File: src/rtl/alu_issue_stage.sv
// alu_issue_stage: RV32IM decode for the 32-bit ALU, registered into the
// ID/EX pipeline register with flush and stall handling. The decode is purely
// combinational. Every output comes straight from the register.
module alu_issue_stage (
  input  logic        CLK,
  input  logic        RESET,
  input  logic        IN_VALID,
  input  logic [31:0] INSTR,
  input  logic [31:0] PC,
  input  logic        STALL,
  input  logic        FLUSH,
  output logic        OUT_VALID,
  output logic [4:0]  ALUOP,
  output logic        ASEL,
  output logic [1:0]  BSEL,
  output logic [31:0] IMM,
  output logic [3:0]  BRANCH,
  output logic        JUMP,
  output logic        REG_WRITE,
  output logic [4:0]  RD,
  output logic        ILLEGAL,
  output logic [31:0] PC_OUT
);

  typedef enum logic [4:0] {
    ALU_FWD    = 5'b00000,
    ALU_ADD    = 5'b00001,
    ALU_SUB    = 5'b00010,
    ALU_SLL    = 5'b00011,
    ALU_SLT    = 5'b00100,
    ALU_SLTU   = 5'b00101,
    ALU_XOR    = 5'b00110,
    ALU_SRL    = 5'b00111,
    ALU_SRA    = 5'b01000,
    ALU_OR     = 5'b01001,
    ALU_AND    = 5'b01010,
    ALU_MUL    = 5'b01011,
    ALU_MULH   = 5'b01100,
    ALU_MULHSU = 5'b01101,
    ALU_MULHU  = 5'b01110,
    ALU_DIV    = 5'b01111,
    ALU_DIVU   = 5'b10000,
    ALU_REM    = 5'b10001,
    ALU_REMU   = 5'b10010
  } alu_op_e;

  typedef enum logic [6:0] {
    OPC_LUI    = 7'b0110111,
    OPC_AUIPC  = 7'b0010111,
    OPC_JAL    = 7'b1101111,
    OPC_JALR   = 7'b1100111,
    OPC_BRANCH = 7'b1100011,
    OPC_LOAD   = 7'b0000011,
    OPC_STORE  = 7'b0100011,
    OPC_OP_IMM = 7'b0010011,
    OPC_OP     = 7'b0110011
  } opcode_e;

  localparam logic [1:0] BSEL_RS2  = 2'b00;
  localparam logic [1:0] BSEL_IMM  = 2'b01;
  localparam logic [1:0] BSEL_FOUR = 2'b10;

  localparam logic [6:0] F7_BASE = 7'b0000000;
  localparam logic [6:0] F7_ALT  = 7'b0100000;
  localparam logic [6:0] F7_MULD = 7'b0000001;

  // Contents of the ID/EX register. Its field order matches the port list.
  typedef struct packed {
    logic        valid;
    alu_op_e     aluop;
    logic        asel;
    logic [1:0]  bsel;
    logic [31:0] imm;
    logic [3:0]  branch;
    logic        jump;
    logic        reg_write;
    logic [4:0]  rd;
    logic        illegal;
    logic [31:0] pc;
  } id_ex_t;

  id_ex_t id_ex_q, id_ex_d, dec;

  logic [6:0]  opcode;
  logic [2:0]  funct3;
  logic [6:0]  funct7;
  logic [4:0]  rd_field;
  logic [31:0] imm_i, imm_s, imm_b, imm_u, imm_j, imm_sh;

  assign opcode   = INSTR[6:0];
  assign funct3   = INSTR[14:12];
  assign funct7   = INSTR[31:25];
  assign rd_field = INSTR[11:7];

  assign imm_i  = {{20{INSTR[31]}}, INSTR[31:20]};
  assign imm_s  = {{20{INSTR[31]}}, INSTR[31:25], INSTR[11:7]};
  assign imm_b  = {{19{INSTR[31]}}, INSTR[31], INSTR[7], INSTR[30:25], INSTR[11:8], 1'b0};
  assign imm_u  = {INSTR[31:12], 12'b0};
  assign imm_j  = {{11{INSTR[31]}}, INSTR[31], INSTR[19:12], INSTR[20], INSTR[30:21], 1'b0};
  // The ALU shifts by the whole of operand B, so the shamt is zero-extended.
  assign imm_sh = {27'b0, INSTR[24:20]};

  logic illegal;
  logic writes_rd;

  // Decode the instruction into the ALU controls, with illegal encodings detected.
  always_comb begin
    // NOTE: every signal gets a default before the case. A path through the
    // case that did not assign one would otherwise infer a latch.
    dec       = '0;
    illegal   = 1'b0;
    writes_rd = 1'b0;

    case (opcode)
      OPC_LUI: begin
        dec.aluop = ALU_FWD;
        dec.bsel  = BSEL_IMM;
        dec.imm   = imm_u;
        writes_rd = 1'b1;
      end
      OPC_AUIPC: begin
        dec.aluop = ALU_ADD;
        dec.asel  = 1'b1;
        dec.bsel  = BSEL_IMM;
        dec.imm   = imm_u;
        writes_rd = 1'b1;
      end
      OPC_JAL: begin
        dec.aluop = ALU_ADD;
        dec.asel  = 1'b1;
        dec.bsel  = BSEL_FOUR;
        dec.jump  = 1'b1;
        dec.imm   = imm_j;
        writes_rd = 1'b1;
      end
      OPC_JALR: begin
        dec.aluop = ALU_ADD;
        dec.asel  = 1'b1;
        dec.bsel  = BSEL_FOUR;
        dec.jump  = 1'b1;
        dec.imm   = imm_i;
        writes_rd = 1'b1;
        illegal   = (funct3 != 3'b000);
      end
      OPC_BRANCH: begin
        dec.aluop  = ALU_SUB;
        dec.bsel   = BSEL_RS2;
        dec.branch = {1'b1, funct3};
        dec.imm    = imm_b;
        illegal    = (funct3 == 3'b010) || (funct3 == 3'b011);
      end
      OPC_LOAD: begin
        dec.aluop = ALU_ADD;
        dec.bsel  = BSEL_IMM;
        dec.imm   = imm_i;
        writes_rd = 1'b1;
      end
      OPC_STORE: begin
        dec.aluop = ALU_ADD;
        dec.bsel  = BSEL_IMM;
        dec.imm   = imm_s;
      end
      OPC_OP_IMM: begin
        dec.bsel  = BSEL_IMM;
        dec.imm   = imm_i;
        writes_rd = 1'b1;
        case (funct3)
          3'b000: dec.aluop = ALU_ADD;
          3'b010: dec.aluop = ALU_SLT;
          3'b011: dec.aluop = ALU_SLTU;
          3'b100: dec.aluop = ALU_XOR;
          3'b110: dec.aluop = ALU_OR;
          3'b111: dec.aluop = ALU_AND;
          3'b001: begin
            dec.aluop = ALU_SLL;
            dec.imm   = imm_sh;
            illegal   = (funct7 != F7_BASE);
          end
          default: begin // 3'b101
            dec.imm = imm_sh;
            if (funct7 == F7_BASE)     dec.aluop = ALU_SRL;
            else if (funct7 == F7_ALT) dec.aluop = ALU_SRA;
            else                       illegal   = 1'b1;
          end
        endcase
      end
      OPC_OP: begin
        dec.bsel  = BSEL_RS2;
        writes_rd = 1'b1;
        case (funct7)
          F7_BASE: begin
            case (funct3)
              3'b000:  dec.aluop = ALU_ADD;
              3'b001:  dec.aluop = ALU_SLL;
              3'b010:  dec.aluop = ALU_SLT;
              3'b011:  dec.aluop = ALU_SLTU;
              3'b100:  dec.aluop = ALU_XOR;
              3'b101:  dec.aluop = ALU_SRL;
              3'b110:  dec.aluop = ALU_OR;
              default: dec.aluop = ALU_AND;
            endcase
          end
          F7_ALT: begin
            if (funct3 == 3'b000)      dec.aluop = ALU_SUB;
            else if (funct3 == 3'b101) dec.aluop = ALU_SRA;
            else                       illegal   = 1'b1;
          end
          F7_MULD: dec.aluop = alu_op_e'(5'(ALU_MUL) + {2'b00, funct3});
          default: illegal = 1'b1;
        endcase
      end
      default: illegal = 1'b1;
    endcase

    // An illegal instruction still travels to EX as a valid slot, so that EX
    // can raise the exception. It carries no side effects.
    if (illegal) begin
      dec         = '0;
      dec.illegal = 1'b1;
    end else begin
      dec.rd        = writes_rd ? rd_field : 5'd0;
      dec.reg_write = writes_rd && (rd_field != 5'd0);
    end
    dec.valid = 1'b1;
    dec.pc    = PC;
  end

  // Next-state priority of the ID/EX register: flush, then stall, then load.
  always_comb begin
    if (FLUSH)         id_ex_d = '0;
    else if (STALL)    id_ex_d = id_ex_q;
    else if (IN_VALID) id_ex_d = dec;
    else               id_ex_d = '0;
  end

  // ID/EX register. Reset is synchronous and overrides everything else.
  always_ff @(posedge CLK) begin
    // NOTE: use non-blocking assignments for state. Every flop then samples
    // its pre-edge value, whatever order the blocks are evaluated in.
    if (RESET) id_ex_q <= '0;
    else       id_ex_q <= id_ex_d;
  end

  assign OUT_VALID = id_ex_q.valid;
  assign ALUOP     = id_ex_q.aluop;
  assign ASEL      = id_ex_q.asel;
  assign BSEL      = id_ex_q.bsel;
  assign IMM       = id_ex_q.imm;
  assign BRANCH    = id_ex_q.branch;
  assign JUMP      = id_ex_q.jump;
  assign REG_WRITE = id_ex_q.reg_write;
  assign RD        = id_ex_q.rd;
  assign ILLEGAL   = id_ex_q.illegal;
  assign PC_OUT    = id_ex_q.pc;

endmodule

File: config.mk
export PLATFORM = sky130hd
export DESIGN_NAME = alu_issue_stage
export DESIGN_NICKNAME = d
export VERILOG_FILES = /design/src/rtl/alu_issue_stage.sv
export SDC_FILE = /design/constraint.sdc
export NUM_CORES = 1
export LEC_CHECK = 0
export ABC_AREA = 1
export BUFFER_PORTS_ARGS = -buffer_cell sky130_fd_sc_hd__buf_2
export CAP_MARGIN = 15
export CELL_PAD_IN_SITES_DETAIL_PLACEMENT = 2
export CELL_PAD_IN_SITES_GLOBAL_PLACEMENT = 2
export CORE_ASPECT_RATIO = 0.5
export CORE_UTILIZATION = 28
export DETAILED_ROUTE_END_ITERATION = 8
export GPL_TIMING_DRIVEN = 0
export PLACE_DENSITY = 0.95
export SLEW_MARGIN = 20
export SYNTH_ARGS = -nofsm -noshare
export SYNTH_HDL_FRONTEND = slang
export SYNTH_SLANG_ARGS = --single-unit
File: constraint.sdc
create_clock -name CLK -period 4.4 [get_ports CLK]
set_input_delay 0.44 -clock CLK [delete_from_list [all_inputs] [get_ports CLK]]
set_output_delay 0.44 -clock CLK [all_outputs]
set_load 0.01 [all_outputs]
Word level (Yosys, flattened, before mapping)
Index checks and enable logic that the tools add are counted.
Word-level totals
  input port bits: 69
  output and inout port bits: 85
  bits in registers: 85
  logic and storage cells: 75
Operators by class
  reduce and logical (&&, ||, !) cells: 18
  muxes and demuxes: 27
  $add $sub $neg: 1
  equal/unequal tests: 18
Operators with widths (count)
  $pmux 32 s6: 1
  $mux 85: 1
  $pmux 4 s7: 2
  $mux 45: 1
  $mux 33: 1
  $mux 32: 1
  $eq 7x6->1 const B: 4
  $eq 7x7->1 const B: 3
  $mux 4: 5
  $pmux 5 s4: 1
  $pmux 5 s3: 1
  $reduce_or 5->1: 3
  $eq 7x5->1 const B: 2
  $eq 3x3->1 const B: 4
  $reduce_or 2->1: 5
  $eq 7x1->1 const B: 1
  $eq 7x2->1 const B: 1
  $logic_not 7->1: 1
  $mux 1: 7
  $reduce_bool 7->1: 1
  $reduce_or 7->1: 1
  $eq 3x2->1 const B: 2
  $mux 6: 1
  $reduce_or 6->1: 1
  other kinds (12): 13

Longest topological paths before layout
Gate-level depths: netlist (run 1).
  depth after elaboration: 7
  mapped depth: 15
  gate-level depth less buffers: 13

Worst setup path before layout (run 1)
OpenSTA, ideal clock, no wires.
  path type: input-to-reg
  start: input INSTR[12]
  end: register id_ex_q, in the netlist IMM[10]
  setup slack: 2.470 ns
  stages on the path: 13
  library setup time: 0.070 ns
  required time: 4.330 ns
  buffers on the path: 3
  data arrival time: 1.860 ns
  path through: inv_1 -> ha_1 -> clkbuf_1 -> nand2_1 -> nand2_1 -> nand2_1 -> nand3_1 -> nand3_2 -> nor2_4 -> buf_6 -> buf_6 -> nand4_1 -> a21oi_1
On the way
  word-level cells in the longest chain between the ends: 7
  elaborated cells on any way between the ends: 20
  those cells by class: eq/ne (7); mux (9); reduce/logical (4)
RTL lines
  start: declaration: RTL line 8  | input logic [31:0] INSTR,
  $eq 3x3->1: RTL line 205  | else if (funct3 == 3'b101) dec.aluop = ALU_SRA;
  $mux 1: RTL line 205
  $mux 1: RTL line 204  | if (funct3 == 3'b000) dec.aluop = ALU_SUB;
  $pmux 1 s2: RTL line 190  | case (funct7)
  $pmux 1 s5: RTL line 114  | case (opcode)
  $mux 45 *: RTL line 217  | if (illegal) begin
  $mux 85 *: RTL line 232  | else if (IN_VALID) id_ex_d = dec;
  end signal: assignment: RTL line 241  | else id_ex_q <= id_ex_d;
  end: declaration: RTL line 82  | id_ex_t id_ex_q, id_ex_d, dec;
Mark *: on every way between the ends. The rest lies on a longest branch, timed or not.
A chain may end at the register's enable or synchronous reset.

Final worst setup path (run 1)
  start: input INSTR[12]
  end: register id_ex_q, in the netlist IMM[29]
Same word-level chain as after synthesis.

==> impl_metrics.json, run 1 <==
{
  "track_usage_pct": 27.7,
  "cts_buffers": 9,
  "pre_cts_ws_ps": 1540,
  "dp.final_hpwl_mm": 15.7,
  "yosys_warnings": 0,
  "ctsHoldBuffers": 0,
  "syn_to_final_growth_pct": 30.7,
  "synth_fp_nets": 740,
  "fill_cells": 1775,
  "p_leak_nw": 2.62,
  "grt_pass1_wl_mm": 34.3,
  "critPathLaunchType": "input pin",
  "clk_latency_ps": 350,
  "vdd_drop_max_v": 0.000197,
  "vias": 5600,
  "path_class": "input pin to flop",
  "die_h_microns": 90.3,
  "grt_pass1_vias": 6037,
  "drv_slew": 0,
  "multi_input_area_sq_um": 2290,
  "wire_per_inst_microns": 21.7,
  "tritoncts": "done",
  "seq_area_frac_synth_pct": 38.5,
  "layout.nets": 903,
  "drt_iter0_drc": 294,
  "power.density_nw_per_um2": 324,
  "io_pins": 154,
  "final.setup.worst_slack_ps": 1620,
  "status": "finished clean",
  "hold_viol": 0,
  "grt_max_degree": 16,
  "crit_path_end_kind": "flop",
  "gp_congestion": 0.869,
  "grt_overflow_total": 0,
  "max_cap_violations": 0,
  "skew_ps": 0,
  "synth_edf_count": 0,
  "drive_gt1_share_pct": 24.4,
  "ctsResizeCount": 0,
  "setup_viol": 0,
  "viasPerCell": 5.43,
  "min_period_ps": 2780,
  "htree_levels": 3,
  "rsz0062_at_grt": "no",
  "rows": 31,
  "ant_nets": 0,
  "cp_max_fo": 10,
  "root_buffer": "clkbuf_16",
  "arrival_ps": 2990,
  "power_mw": 1.85,
  "clockBufferDepth": 2,
  "whs_ps": 334,
  "n_antenna_cell": 0,
  "antenna_found_initial": 0,
  "io_buffers": 152,
  "cts_setup_buffers": 0,
  "tightest_slew_ps": 672,
  "synth_flop_cell": "dfxtp_1",
  "coreArea_sq_um": 14900,
  "final_cells": 1031,
  "ys_ff_latch": 84,
  "tns_ps": 0,
  "synthesis.instances": 665,
  "slew-limit-headroom_pct": 55.2,
  "firstDrtPassIters": 5,
  "syn_area_sq_um": 4360,
  "async_reset_ff_share_pct": 0,
  "fmax_mhz": 360,
  "die_area_sq_um": 16100,
  "min_path_type": "input pin to flop",
  "start_util_pct": 29.4,
  "clock_sinks": 84,
  "regArea_sq_um": 1680,
  "fin_crit_sh_pct": 63.1,
  "ys_types": 27,
  "die_x_microns": 179,
  "drt-total-wl_mm": 22.4,
  "drcViolationCount": 0,
  "critPathRequiredTime_ps": 4610,
  "clk_pin_slew_ps": 70,
  "synth_area_per_cell_sq_um": 6.56,
  "post-place-cells": 1015
}
==> where the power goes <==
group | internal [mW] | switching (mW) | leakage [nW]
combinational | 0.0589 | 0.147 | 1.79
clock | 0.520 | 0.352 | 0.160
sequential | 0.766 | 0.00345 | 0.678
==> synthesized netlist by cell type (2+ instances only) <==
cell type	n	area [sq um]
a21oi_1	87	435
buf_1	8	30.0
buf_2	5	25.0
buf_6	4	45.0
clkbuf_1	26	97.6
dfxtp_1	84	1680
ha_1	6	75.1
inv_1	38	143
inv_2	9	33.8
nand2_1	219	822
nand2_2	2	12.5
nand3_1	57	285
nand4_1	46	288
nor2_1	26	97.6
nor2_2	6	37.5
nor2_4	3	33.8
nor3_1	3	15.0
o21ai_0	27	135
==> placed cells by master (no fill, tap or decap), types with 9 or more instances in the layout <==
master,synthesis,layout
nand2_1,219,219
buf_2,5,157
a21oi_1,87,87
dfxtp_1,84,84
nand3_1,57,57
nand4_1,46,46
inv_1,38,38
o21ai_0,27,27
clkbuf_1,26,26
nor2_1,26,26
inv_2,9,9
clkbuf_16,0,9
==> cell type report <==
type | instances | share of cell area [%]
tap | 198 | 4.34
timing repair buffer | 152 | 13.3
sequential | 84 | 29.5
clock inverter | 6 | 1.64
clock buffer | 10 | 4.19
buffer | 45 | 3.68
multi-input combinational | 488 | 40.2
inverter | 48 | 3.16
==> path summary, 6_finish.rpt <==
kind	endpoint	startpoint	slack, ps	cells after the start
worst max-delay path	IMM[29]	INSTR[12]	1620	13
worst min-delay path	PC_OUT[26]	PC[26]	330	3
worst max register to register	REG_WRITE	REG_WRITE	3560	2
worst min register to register	PC_OUT[19]	PC_OUT[19]	470	2
==> per-stage QoR <==
| stage | instance area (sq um) | utilization, % |
|---|---|---|
| 5_1_grt | 5710 | 38.4 |
| 6_report | 5710 | 38.4 |
| 2_1_floorplan | 4360 | - |
| 4_1_cts | 5710 | 38.4 |
| 3_5_place_dp | 5370 | 36.2 |
| 3_3_place_gp | 5370 | 36.2 |
==> routing by layer <==
metal | up-vias | wire length, microns | global-route usage [%]
li1 | 2530 | - | -
met1 | 2776 | 9430 | 32.9
met2 | 224 | 11000 | 48.5
met5 | - | 0 | 0
met3 | 70 | 1080 | 5.01
met4 | 0 | 842 | 12.2
==> registers in the layout, indices dropped and copies added (netlist names) <==
name       cells
ALUOP          5
REG_WRITE      1
BSEL           2
ILLEGAL        1
PC_OUT        32
OUT_VALID      1
BRANCH         4
IMM           32
ASEL           1
RD             5
==> logic make-up (layout without fill, tap and decap cells) <==
kind of cell | Yosys count | after routing | share of synthesized area [%]
adder cells (fa/ha/maj) | 6 | 6 | 1.72
buffers and inverters | 93 | 261 | 8.94
flip-flops | 84 | 84 | 38.5
AO/OA/AOI/OAI | 115 | 115 | 13.2
AND/OR/NAND/NOR | 367 | 367 | 37.6
==> critical path, cell delays in order <==
cell and delay (ps):
buf_2 200, inv_1 120, ha_1 210, clkbuf_1 190, nor2_1 330, nor2_1 100
nand2_1 130, nand2_1 100, inv_1 150, clkbuf_1 420, nand3_1 300, nand4_1 220
a21oi_1 80
No activity file was read; power rests on OpenSTA's default activity.
==> run 2, diff against run 1 <==
--- a/config.mk
+++ b/config.mk
@@ -5,16 +5,16 @@
 export SDC_FILE = /design/constraint.sdc
 export NUM_CORES = 1
 export LEC_CHECK = 0
-export ABC_AREA = 1
+export ABC_AREA = 0
 export BUFFER_PORTS_ARGS = -buffer_cell sky130_fd_sc_hd__buf_2
 export CAP_MARGIN = 15
 export CELL_PAD_IN_SITES_DETAIL_PLACEMENT = 2
 export CELL_PAD_IN_SITES_GLOBAL_PLACEMENT = 2
 export CORE_ASPECT_RATIO = 0.5
-export CORE_UTILIZATION = 28
+export CORE_UTILIZATION = 27
 export DETAILED_ROUTE_END_ITERATION = 8
 export GPL_TIMING_DRIVEN = 0
-export PLACE_DENSITY = 0.95
+export PLACE_DENSITY = 0.91
 export SLEW_MARGIN = 20
 export SYNTH_ARGS = -nofsm -noshare
 export SYNTH_HDL_FRONTEND = slang
==> constraint.sdc (replaced) <==
create_clock -name CLK -period 2.75 [get_ports CLK]
set_input_delay 0.275 -clock CLK [delete_from_list [all_inputs] [get_ports CLK]]
set_output_delay 0.275 -clock CLK [all_outputs]
set_load 0.01 [all_outputs]
==> impl_metrics.json, run 2 <==
{
  "status": "finished clean",
  "p_leak_nw": 2.19,
  "synth.most_common_cell": "dfxtp_1",
  "ys_ff_latch": 84,
  "critPathLaunchType": "input pin",
  "max_cap_violations": 0,
  "synthSimpleGateAreaFrac_pct": 18.5,
  "cp_max_fo": 10,
  "rr_worst_depth": 4,
  "synth_area_leaders": "dfxtp_1 44%, a22oi_1 9.6%, nor2_1 4.5%",
  "setup_viol": 0,
  "dp.final_hpwl_mm": 11.6,
  "synth_fp_nets": 509,
  "grt_pass1_vias": 4622,
  "post-place-cells": 778,
  "clk_latency_ps": 330,
  "clockBufferDepth": 2,
  "synth_edf_count": 0,
  "synthesis.instances": 434,
  "r2r_start": "ALUOP[0]",
  "grt_max_degree": 15,
  "vdd_drop_max_v": 0.000383,
  "synth-compound-area-share_pct": 28.4,
  "whs_path_depth": 3,
  "antenna_found_initial": 0,
  "track_usage_pct": 23.3,
  "syn_area_sq_um": 3820,
  "synth-adder-area-share_pct": 1.97,
  "crit_path_end_kind": "flop",
  "n_antenna_cell": 0,
  "fin_crit_sh_pct": 94.8,
  "p_int_mw": 2.13,
  "tritoncts": "done",
  "p_comb_share_pct": 10.5,
  "utilization_pct": 37.6,
  "synth_xor_area_share_pct": 0,
  "ctsResizeCount": 0,
  "final_cells": 793,
  "wire_per_inst_microns": 21.2,
  "tns_ps": 0,
  "drive_gt1_share_pct": 31.6,
  "drt-total-wl_mm": 16.8,
  "arrival_ps": 2870,
  "drv_slew": 0,
  "r2r_end": "ALUOP[0]",
  "grt_pass1_wl_mm": 26.0,
  "die_h_microns": 86.1,
  "path_class": "input pin to flop",
  "hold_viol": 0,
  "worstHoldEndpoint": "PC_OUT[16]",
  "hold_path.startpoint": "PC[16]",
  "synth_flop_cell": "dfxtp_1",
  "skew_ps": 0,
  "clk_pin_slew_ps": 60,
  "p_sw_share_pct": 24.9,
  "rows": 30,
  "io_pins": 154,
  "async_reset_ff_share_pct": 0,
  "p_switching_mw": 0.707,
  "ant_nets": 0,
  "slew-limit-headroom_pct": 49.6,
  "critPathRequiredTime_ps": 3020,
  "yosys_warnings": 0,
  "synth_common_cells": "84 x dfxtp_1, 49 x a22oi_1, 46 x nor2_1",
  "reg2reg_slack_ps": 1600,
  "coreArea_sq_um": 13700,
  "start_util_pct": 27.9,
  "root_buffer": "clkbuf_16",
  "seq_area_frac_synth_pct": 44.1,
  "firstDrtPassIters": 4,
  "min_path_type": "input pin to flop",
  "clock_sinks": 84,
  "power_mw": 2.84,
  "drt_iter0_drc": 231,
  "die_x_microns": 170,
  "fill_cells": 1573,
  "regArea_sq_um": 1680,
  "critPathLaunch": "INSTR[12]",
  "vias": 4236,
  "multi_input_area_sq_um": 1910,
  "min_period_ps": 2610,
  "layout_commonest_cell": "buf_2",
  "htree_levels": 3,
  "rsz0062_at_grt": "no",
  "cts_buffers": 9,
  "io_buffers": 152,
  "viasPerCell": 5.34,
  "syn_to_final_growth_pct": 34.4,
  "die_area_sq_um": 14600,
  "pwr-share-seq_pct": 43.4,
  "clkPwrFrac_pct": 46.1,
  "grt_overflow_total": 0,
  "ys_types": 59,
  "synth_top_area_share_pct": 44.1,
  "tightest_slew_ps": 756,
  "power.density_nw_per_um2": 553,
  "ctsHoldBuffers": 0,
  "synth_top_family_by_area": "compound AO/OA/AOI/OAI gates",
  "layout_common_cells": "161 x buf_2, 84 x dfxtp_1, 49 x a22oi_1",
  "muxShareOfSynthArea_pct": 1.38,
  "gp_congestion": 0.809,
  "cts_setup_buffers": 0,
  "synth_area_per_cell_sq_um": 8.80,
  "layout.nets": 672,
  "fmax_mhz": 384,
  "synth_top_cell_by_area": "dfxtp_1",
  "drcViolationCount": 0
}
-- run 2: changes by cell type in the layout (fill, tap and decap cells not counted), sizes merged, moves of 12 or more --
| cell | delta |
|---|---|
| a21oi | -77 |
| a22oi | +49 |
| a32o | +12 |
| inv | -41 |
| nand2 | -177 |
| nand3 | -49 |
| nand4 | -46 |
-- run 2: cell type report --
type / instances / share of cell area, %
Tap cell: 192 / 4.68
Clock inverter: 5 / 1.66
Sequential cell: 84 / 32.8
Clock buffer: 10 / 4.46
Multi-Input combinational cell: 303 / 37.3
Buffer: 38 / 3.66
Inverter: 9 / 0.658
Timing Repair Buffer: 152 / 14.8
-- run 2: worst max path at each step --
| stage | to | slack (ps) | cells after the start |
|---|---|---|---|
| floorplan | ALUOP[2] | 780 | 8 |
| global placement | BSEL[1] | 160 | 11 |
| detailed placement | REG_WRITE | 110 | 11 |
| CTS | BRANCH[2] | 210 | 11 |
| global route | BRANCH[2] | 70 | 11 |
| finish | BRANCH[2] | 140 | 11 |
-- run 2: through the flow --
step | cell area (sq um) | setup slack (ps) | hold WS (ps)
3_5_place_dp | 4820 | 109 | 440
4_1_cts | 5130 | 209 | 166
6_report | 5130 | 144 | 168
2_1_floorplan | 3820 | 781 | 419
3_3_place_gp | 4820 | 164 | 432
5_1_grt | 5130 | 66.3 | 179
-- run 2: kinds of logic (layout without fill, tap and decap cells) --
kind of cell | after synthesis | count (layout)
AOI/OAI and AO/OA | 152 | 152
and+or+nand+nor | 140 | 140
DFF | 84 | 84
buffers and inverters | 47 | 214
adders and majority gates | 6 | 6
muxes | 5 | 5
-- run 2: layer usage --
layer	GRT usage [%]	vias up	wire length, microns
met5	0	-	0
met4	11.7	0	700
met3	5.40	57	838
met2	42.4	172	8340
met1	25.7	2091	6900
li1	-	1916	-
-- run 2: power groups by stage --
stage	Sequential (mW)	Clock (mW)	Combinational [mW]
3_3_place_gp	1.26	0	0.276
5_1_grt	1.23	1.38	0.322
4_1_cts	1.23	1.34	0.298
6_report	1.23	1.31	0.299
2_1_floorplan	1.26	0	0.148
3_5_place_dp	1.26	0	0.287
-- run 2: critical path, stage by stage --
cell and delay, ps:
buf_2 180, inv_1 200, ha_1 170, buf_2 210, nor2b_1 290, o211ai_1 190
a32oi_1 520, and4_1 310, buf_6 140, buf_8 160, a32o_1 220
